**src/rtl/mem_access_unit_if.sv**
```systemverilog
// Execute-side, writeback-side and SRAM-like data-bus signals of the MEM-stage access unit.
// Handshakes: a transfer happens on a rising edge where valid and ready are both high; data_req/data_addr_ok and data_data_ok follow the same rule.
interface mem_access_unit_if;
   logic        in_valid;
   logic        in_ready;
   logic [31:0] in_result;
   logic [31:0] in_wdata;
   logic [2:0]  in_load_op;
   logic [1:0]  in_store_op;
   logic        in_except;
   logic [4:0]  in_dst;
   logic        flush;
   logic        data_req;
   logic        data_wr;
   logic [1:0]  data_size;
   logic [31:0] data_addr;
   logic [3:0]  data_wstrb;
   logic [31:0] data_wdata;
   logic        data_addr_ok;
   logic        data_data_ok;
   logic [31:0] data_rdata;
   logic        out_valid;
   logic        out_ready;
   logic [31:0] out_result;
   logic [4:0]  out_dst;
   logic        mem_stall;

   modport master (
      output in_valid, in_result, in_wdata, in_load_op, in_store_op, in_except, in_dst,
      output flush, data_addr_ok, data_data_ok, data_rdata, out_ready,
      input  in_ready, data_req, data_wr, data_size, data_addr, data_wstrb, data_wdata,
      input  out_valid, out_result, out_dst, mem_stall
   );

   modport slave (
      input  in_valid, in_result, in_wdata, in_load_op, in_store_op, in_except, in_dst,
      input  flush, data_addr_ok, data_data_ok, data_rdata, out_ready,
      output in_ready, data_req, data_wr, data_size, data_addr, data_wstrb, data_wdata,
      output out_valid, out_result, out_dst, mem_stall
   );
endinterface

```
**src/rtl/mem_access_unit.sv**
```systemverilog
// Single-entry MEM stage: issues loads/stores on a split request/response bus, aligns load data,
// and drains an outstanding response after a flush. All bus and out_* outputs are registered.
module mem_access_unit (
   input  logic              clk,
   input  logic              resetn,
   mem_access_unit_if.slave  bus,
   output logic [2:0]        dbg_state
);
   typedef enum logic [2:0] {
      IDLE  = 3'd0,
      REQ   = 3'd1,
      WAIT  = 3'd2,
      DONE  = 3'd3,
      DRAIN = 3'd4
   } state_t;

   state_t      state;
   logic [31:0] result_q;
   logic [2:0]  load_op_q;
   logic        is_load_q;

   logic        accept;
   logic        acc_is_load;
   logic        acc_is_mem;
   logic [1:0]  acc_size;
   logic [3:0]  acc_wstrb;
   logic [31:0] acc_wdata;
   logic [1:0]  acc_a;

   assign bus.in_ready  = !bus.flush && ((state == IDLE) || ((state == DONE) && bus.out_ready));
   assign bus.mem_stall = bus.in_valid && !bus.in_ready;
   assign accept        = bus.in_valid && bus.in_ready;
   assign dbg_state     = state;
   assign acc_a         = bus.in_result[1:0];

   // Request fields decoded from the incoming instruction; a load wins over a simultaneous store.
   always_comb begin
      acc_is_load = (bus.in_load_op >= 3'd1) && (bus.in_load_op <= 3'd5);
      acc_is_mem  = (acc_is_load || (bus.in_store_op != 2'd0)) && !bus.in_except;
      acc_size    = 2'd2;
      acc_wstrb   = 4'b0000;
      acc_wdata   = 32'd0;
      if (acc_is_load) begin
         case (bus.in_load_op)
            3'd1, 3'd2: acc_size = 2'd0;
            3'd3, 3'd4: acc_size = 2'd1;
            default:    acc_size = 2'd2;
         endcase
      end else begin
         case (bus.in_store_op)
            2'd1: begin
               acc_size  = 2'd0;
               acc_wstrb = 4'b0001 << acc_a;
               acc_wdata = {4{bus.in_wdata[7:0]}};
            end
            2'd2: begin
               acc_size  = 2'd1;
               acc_wstrb = acc_a[1] ? 4'b1100 : 4'b0011;
               acc_wdata = {2{bus.in_wdata[15:0]}};
            end
            default: begin
               acc_size  = 2'd2;
               acc_wstrb = 4'b1111;
               acc_wdata = bus.in_wdata;
            end
         endcase
      end
   end

   function automatic logic [31:0] align_load(input logic [2:0] op, input logic [1:0] a,
                                              input logic [31:0] rdata);
      logic [31:0] shifted;
      logic [7:0]  b;
      logic [15:0] h;
      shifted = rdata >> {a, 3'b000};
      b = shifted[7:0];
      h = a[1] ? rdata[31:16] : rdata[15:0];
      case (op)
         3'd1:    align_load = {{24{b[7]}}, b};
         3'd2:    align_load = {24'd0, b};
         3'd3:    align_load = {{16{h[15]}}, h};
         3'd4:    align_load = {16'd0, h};
         default: align_load = rdata;
      endcase
   endfunction

   always_ff @(posedge clk or negedge resetn) begin
      if (!resetn) begin
         state          <= IDLE;
         result_q       <= 32'd0;
         load_op_q      <= 3'd0;
         is_load_q      <= 1'b0;
         bus.data_req   <= 1'b0;
         bus.data_wr    <= 1'b0;
         bus.data_size  <= 2'd0;
         bus.data_addr  <= 32'd0;
         bus.data_wstrb <= 4'd0;
         bus.data_wdata <= 32'd0;
         bus.out_valid  <= 1'b0;
         bus.out_result <= 32'd0;
         bus.out_dst    <= 5'd0;
      end else if (accept) begin
         result_q    <= bus.in_result;
         load_op_q   <= bus.in_load_op;
         is_load_q   <= acc_is_load;
         bus.out_dst <= bus.in_dst;
         if (acc_is_mem) begin
            state          <= REQ;
            bus.data_req   <= 1'b1;
            bus.data_wr    <= !acc_is_load;
            bus.data_size  <= acc_size;
            bus.data_addr  <= bus.in_result;
            bus.data_wstrb <= acc_wstrb;
            bus.data_wdata <= acc_wdata;
            bus.out_valid  <= 1'b0;
         end else begin
            state          <= DONE;
            bus.out_valid  <= 1'b1;
            bus.out_result <= bus.in_result;
         end
      end else begin
         case (state)
            IDLE: state <= IDLE;
            REQ: begin
               if (bus.data_addr_ok) begin
                  bus.data_req <= 1'b0;
                  state        <= bus.flush ? DRAIN : WAIT;
               end else if (bus.flush) begin
                  bus.data_req <= 1'b0;
                  state        <= IDLE;
               end
            end
            WAIT: begin
               if (bus.flush) begin
                  state <= bus.data_data_ok ? IDLE : DRAIN;
               end else if (bus.data_data_ok) begin
                  state          <= DONE;
                  bus.out_valid  <= 1'b1;
                  bus.out_result <= is_load_q ? align_load(load_op_q, result_q[1:0], bus.data_rdata)
                                              : result_q;
               end
            end
            DONE: begin
               if (bus.flush || bus.out_ready) begin
                  state         <= IDLE;
                  bus.out_valid <= 1'b0;
               end
            end
            DRAIN: if (bus.data_data_ok) state <= IDLE;
            default: begin
               state         <= IDLE;
               bus.data_req  <= 1'b0;
               bus.out_valid <= 1'b0;
            end
         endcase
      end
   end
endmodule

```
**src/flat_wrapper.sv**
```systemverilog
// flat-port wrapper written by rule: the top's interface ports become plain ports
module mem_access_unit_flat 
  (clk, resetn, dbg_state, bus_in_valid, bus_in_result, bus_in_wdata, bus_in_load_op, bus_in_store_op, bus_in_except, bus_in_dst, bus_flush, bus_data_addr_ok, bus_data_data_ok, bus_data_rdata, bus_out_ready, bus_in_ready, bus_data_req, bus_data_wr, bus_data_size, bus_data_addr, bus_data_wstrb, bus_data_wdata, bus_out_valid, bus_out_result, bus_out_dst, bus_mem_stall);
  mem_access_unit_if bus_i ();
  input  logic clk;
  input  logic resetn;
  output logic [2:0] dbg_state;
  input wire logic [$bits(bus_i.in_valid)-1:0] bus_in_valid;
  input wire logic [$bits(bus_i.in_result)-1:0] bus_in_result;
  input wire logic [$bits(bus_i.in_wdata)-1:0] bus_in_wdata;
  input wire logic [$bits(bus_i.in_load_op)-1:0] bus_in_load_op;
  input wire logic [$bits(bus_i.in_store_op)-1:0] bus_in_store_op;
  input wire logic [$bits(bus_i.in_except)-1:0] bus_in_except;
  input wire logic [$bits(bus_i.in_dst)-1:0] bus_in_dst;
  input wire logic [$bits(bus_i.flush)-1:0] bus_flush;
  input wire logic [$bits(bus_i.data_addr_ok)-1:0] bus_data_addr_ok;
  input wire logic [$bits(bus_i.data_data_ok)-1:0] bus_data_data_ok;
  input wire logic [$bits(bus_i.data_rdata)-1:0] bus_data_rdata;
  input wire logic [$bits(bus_i.out_ready)-1:0] bus_out_ready;
  output wire logic [$bits(bus_i.in_ready)-1:0] bus_in_ready;
  output wire logic [$bits(bus_i.data_req)-1:0] bus_data_req;
  output wire logic [$bits(bus_i.data_wr)-1:0] bus_data_wr;
  output wire logic [$bits(bus_i.data_size)-1:0] bus_data_size;
  output wire logic [$bits(bus_i.data_addr)-1:0] bus_data_addr;
  output wire logic [$bits(bus_i.data_wstrb)-1:0] bus_data_wstrb;
  output wire logic [$bits(bus_i.data_wdata)-1:0] bus_data_wdata;
  output wire logic [$bits(bus_i.out_valid)-1:0] bus_out_valid;
  output wire logic [$bits(bus_i.out_result)-1:0] bus_out_result;
  output wire logic [$bits(bus_i.out_dst)-1:0] bus_out_dst;
  output wire logic [$bits(bus_i.mem_stall)-1:0] bus_mem_stall;
  assign bus_i.in_valid = bus_in_valid;
  assign bus_i.in_result = bus_in_result;
  assign bus_i.in_wdata = bus_in_wdata;
  assign bus_i.in_load_op = bus_in_load_op;
  assign bus_i.in_store_op = bus_in_store_op;
  assign bus_i.in_except = bus_in_except;
  assign bus_i.in_dst = bus_in_dst;
  assign bus_i.flush = bus_flush;
  assign bus_i.data_addr_ok = bus_data_addr_ok;
  assign bus_i.data_data_ok = bus_data_data_ok;
  assign bus_i.data_rdata = bus_data_rdata;
  assign bus_i.out_ready = bus_out_ready;
  assign bus_in_ready = bus_i.in_ready;
  assign bus_data_req = bus_i.data_req;
  assign bus_data_wr = bus_i.data_wr;
  assign bus_data_size = bus_i.data_size;
  assign bus_data_addr = bus_i.data_addr;
  assign bus_data_wstrb = bus_i.data_wstrb;
  assign bus_data_wdata = bus_i.data_wdata;
  assign bus_out_valid = bus_i.out_valid;
  assign bus_out_result = bus_i.out_result;
  assign bus_out_dst = bus_i.out_dst;
  assign bus_mem_stall = bus_i.mem_stall;
  mem_access_unit u_core (.clk(clk), .resetn(resetn), .bus(bus_i), .dbg_state(dbg_state));
endmodule
```
**config.mk**
```make
export PLATFORM = sky130hd
export DESIGN_NAME = mem_access_unit_flat
export DESIGN_NICKNAME = d
export VERILOG_FILES = /design/src/rtl/mem_access_unit_if.sv /design/src/rtl/mem_access_unit.sv /design/src/flat_wrapper.sv
export SDC_FILE = /design/constraint.sdc
export NUM_CORES = 1
export LEC_CHECK = 0
export BUFFER_PORTS_ARGS = -buffer_cell sky130_fd_sc_hd__buf_2
export CAP_MARGIN = 25
export CORE_UTILIZATION = 47
export CTS_CLUSTER_DIAMETER = 200
export DETAILED_ROUTE_END_ITERATION = 6
export GPL_TIMING_DRIVEN = 0
export PLACE_DENSITY = 0.74
export SKIP_LAST_GASP = 1
export SLEW_MARGIN = 20
export SYNTH_ARGS = -nofsm -noshare
export SYNTH_HDL_FRONTEND = slang
export SYNTH_SLANG_ARGS = --single-unit
```
**constraint.sdc**
```tcl
create_clock -name clk -period 1.9 [get_ports clk]
set_input_delay 0.285 -clock clk [delete_from_list [all_inputs] [get_ports clk]]
set_output_delay 0.285 -clock clk [all_outputs]
set_load 0.005 [all_outputs]
```
==> out/results.tsv <==
stage	metric	value	unit
floorplan	die_width	128	um
yosys	synth_edf_count	0	
layout	n_fill_cell	1215	
sta	worst_pin_slew	0.754	ns
yosys	synth-main-ff-cell	dfrtp_1	
min_path	holdCritStartpoint	bus_in_dst[4]	
worst_setup_path	start_kind	flip-flop	
global_routing	overflow	0	
sta	slew_viol_final	0	
power_and_ir_drop	ir_drop	913	uV
sta	finClkSkew	0.00822	ns
detailed_routing	drt_pass1_iterations	6	
worst_setup_path	worstPathArrival	2.50	ns
layout	multiInputGateArea	3970	sq um
floorplan	die_h	128	um
layout	final_cells	1345	
global_routing	antenna_found_initial	1	
yosys	ys_async_sr_fraction	1.00	
yosys	netlist_area	7410	sq um
cts	cts_buffers	17	
floorplan	num_io_pins	229	
layout	regArea	3730	sq um
worst_setup_path	critical_path_required	2.22	ns
yosys	ys_seq_elements	149	
yosys	synthCells	845	
worst_setup_path	path_class	reg2reg	
cts	clock_path_buffers	2	
detailed_routing	avgViaCountPerCell	5.68	
cts	cts_sinks	149	
cts	clock-root-buffer	clkbuf_16	
yosys	synth_top_area_cell	dfrtp_1	
sta	timing.final.ws_setup	-0.279	ns
worst_setup_path	crit_chain	mux4_2, and4b_1, a211o_4, a211o_1, a22o_1	
layout	drive_gt1_frac	0.416	
detailed_routing	postRouteAntennaNets	0	
floorplan	die-area	16300	sq um
placement	port_buffers	228	
yosys	synth_area_leaders	dfrtp_1, nand2_1, o21ai_0	
sta	min_period	2.18	ns
yosys	synth_cell_types	69	
worst_setup_path	cp.buffers_inverters	0	
flow_run	max-cap-violations	0	
sta	slew-limit-headroom	0.497	
detailed_routing	drc	0	
layout	n_antenna_cell	0	
floorplan	core_area	15300	sq um
global_routing	grt_pass1_vias	7038	
layout	fin_nets	1239	
cts	htreeDepth	4	
yosys	ys_warn_count	0	
sta	setup_viol	71	
global_routing	track_usage	0.320	
worst_setup_path	crit_fanout	6	
cts	clk_pin_slew	0.06	ns
yosys	ys_seq_area_frac	0.503	
run_status	status	complete, but fails checks	
detailed_routing	vias	7640	
run_status	violations	setup timing	
yosys	yosysTopAreaCellShare	0.503	
worst_setup_path	r2r_slack	-0.28	ns
placement	dpl.hpwl	18.4	mm
floorplan	rows	45	
power_and_ir_drop	fin_total_pwr	0.0176	W
cts	cts_tree	done	
detailed_routing	drt-total-wl	26.6	mm
min_path	min_path_cells	3	
worst_setup_path	timing.rr.end	u_core.bus.out_result[25]	
worst_setup_path	slowest_delay	0.55	ns
min_path	holdPathEnd	u_core.bus.out_dst[4]	
min_path	hp-class	in2reg	
yosys	synthesis.nets	963	
detailed_routing	wire_per_inst	19.8	um
yosys	post_synth.cell_area_avg	8.77	sq um
sta	finalCritPeriodShare	1.15	
cts	clkLatencyLatePin	0.44	ns
worst_setup_path	r2r_cells	5	
sta	rsz0062_at_grt	yes	
detailed_routing	drt-initial-drc-count	644	
sta	fmax	459	MHz
floorplan	start_util	0.484	
worst_setup_path	worstReg2RegStart	u_core.result_q[1]	
global_routing	grt_first_pass_wirelength	38.9	mm
worst_setup_path	worst_path_max_delay_cell	mux4_2	
worst_setup_path	endpoint_kind	flip-flop	
global_routing	grt_max_degree	89	
sta	hold_violations	0	
layout	area_delta_synth_final	46.0	%
power_and_ir_drop	p_leak	5.30	nW
placement	place_inst	1285	
placement	gp_congestion	0.940	
worst_setup_path	path_delay_family	compound AO/OA/AOI/OAI gates	
power_and_ir_drop	pwr_density_cell	1630	nW/um^2
-- sequential cells by signal, indices dropped and copies added (netlist names) --
register,flops
u_core.bus.data_wdata,32
u_core.result_q,32
u_core.bus.out_dst,5
u_core.bus.out_valid,1
u_core.bus.data_addr,32
u_core.bus.data_wstrb,4
u_core.bus.out_result,32
u_core.bus.data_size,2
u_core.is_load_q,1
u_core.bus.data_wr,1
u_core.dbg_state,3
u_core.load_op_q,3
u_core.bus.data_req,1
-- cells in the final DEF, fill, tap and decap left out, types with 7 or more instances in the layout --
cell and n:
a21oi_1 43, o221ai_2 13, clkbuf_16 26, nor2_1 37, nand2_4 17, buf_12 8, o21ai_0 47, clkbuf_1 11
buf_2 234, buf_4 20, dfrtp_1 145, and2_1 17, clkbuf_2 11, o21ai_2 7, a32oi_1 9, buf_6 14
o22ai_1 7, a221o_1 8, nand2_1 190, inv_1 12, and3_1 8, a22o_1 14, o21ai_1 24, nand2_2 41
a31oi_1 20
-- worst reg2reg max path, cell delays in order, from the launching register on --
cell	delay, ns
dfrtp_1	0.41
mux4_2	0.55
and4b_1	0.25
a211o_4	0.34
a211o_1	0.30
a22o_1	0.21
-- worst max-delay path by stage --
stage                   startpoint  cells past startpoint                         to
2_1_floorplan   u_core.result_q[1]                      6  u_core.bus.out_result[25]
3_3_place_gp                resetn                      1        u_core.dbg_state[0]
3_5_place_dp   u_core.dbg_state[1]                      8      u_core.bus.out_dst[3]
4_1_cts         u_core.result_q[1]                      6  u_core.bus.out_result[25]
5_1_grt         u_core.result_q[1]                      5  u_core.bus.out_result[25]
6_report        u_core.result_q[1]                      5  u_core.bus.out_result[25]
-- power breakdown --
group / total (W) / internal (W) / switching [W]
Combinational: 0.00805 / 0.00371 / 0.00434
Clock: 0.00393 / 0.00252 / 0.00141
Sequential: 0.00566 / 0.00463 / 0.00104
-- final cells by class --
class                           count  share of cell area
Multi-Input combinational cell    620               0.367
Sequential cell                   149               0.345
Timing Repair Buffer              263               0.154
Buffer                             56              0.0419
Clock buffer                       18              0.0406
Tap cell                          211              0.0244
Clock inverter                     14              0.0228
Inverter                           14             0.00486
-- cell usage after synthesis, drive strengths merged (3+ instances only) --
cell type	number
a221o	8
buf	25
a211o	3
nor2b	6
o211ai	6
o221ai	14
a31o	3
o31ai	10
a31oi	22
o21ai	79
and2	17
dfrtp	149
nor2	43
nand3	6
and3	10
o22ai	7
a32oi	9
a21oi	47
a21o	4
inv	13
a21boi	3
clkbuf	37
nand2b	5
ha	4
a22oi	6
a22o	14
or2	4
nand2	248
mux2	5
nor3	4
-- routing by layer --
layer  routed length, um  GRT usage  vias up  part of all wire
li1                    -          -     3521                 -
met1               11600      0.442     3707              0.43
met2               12500      0.498      355              0.47
met3                1890     0.0699       55             0.071
met4                 705      0.117        2             0.026
met5                  10          0        -           0.00038
-- logic make-up (layout without fill, tap and decap cells) --
family	count (synthesis)	in the layout	synth area share
AO/OA/AOI/OAI	250	250	0.222
XOR/XNOR	1	1	0.00118
adder cells (fa/ha/maj)	4	4	0.00676
buffers and inverters	76	365	0.0442
flip-flops	149	149	0.503
multiplexers	9	9	0.0164
AND/OR/NAND/NOR	356	356	0.206
-- per-stage QoR --
stage	area, sq um	TNS, ns	utilization	hold WS (ns)	setup slack (ns)
global placement	8930	-300.93	0.583	0.452	-1.93
finish	10800	-4.37	0.706	0.0426	-0.279
global route	10800	-9.32	0.706	0.0433	-0.335
floorplan	7520	-0.879	-	-0.0106	-0.132
detailed placement	8960	-58.93	0.585	0.340	-0.539
CTS	10100	-4.83	0.660	0.0337	-0.283
-- timing repair --
action,CTS,global route
endpoints found under the hold margin,87,0
endpoints found under the setup margin,147,128
buffers inserted,16,8
pin swaps,17,76
gates cloned,0,10
hold buffers,1,0
gates resized for setup,83,145
(Power assumes the default switching activity.)
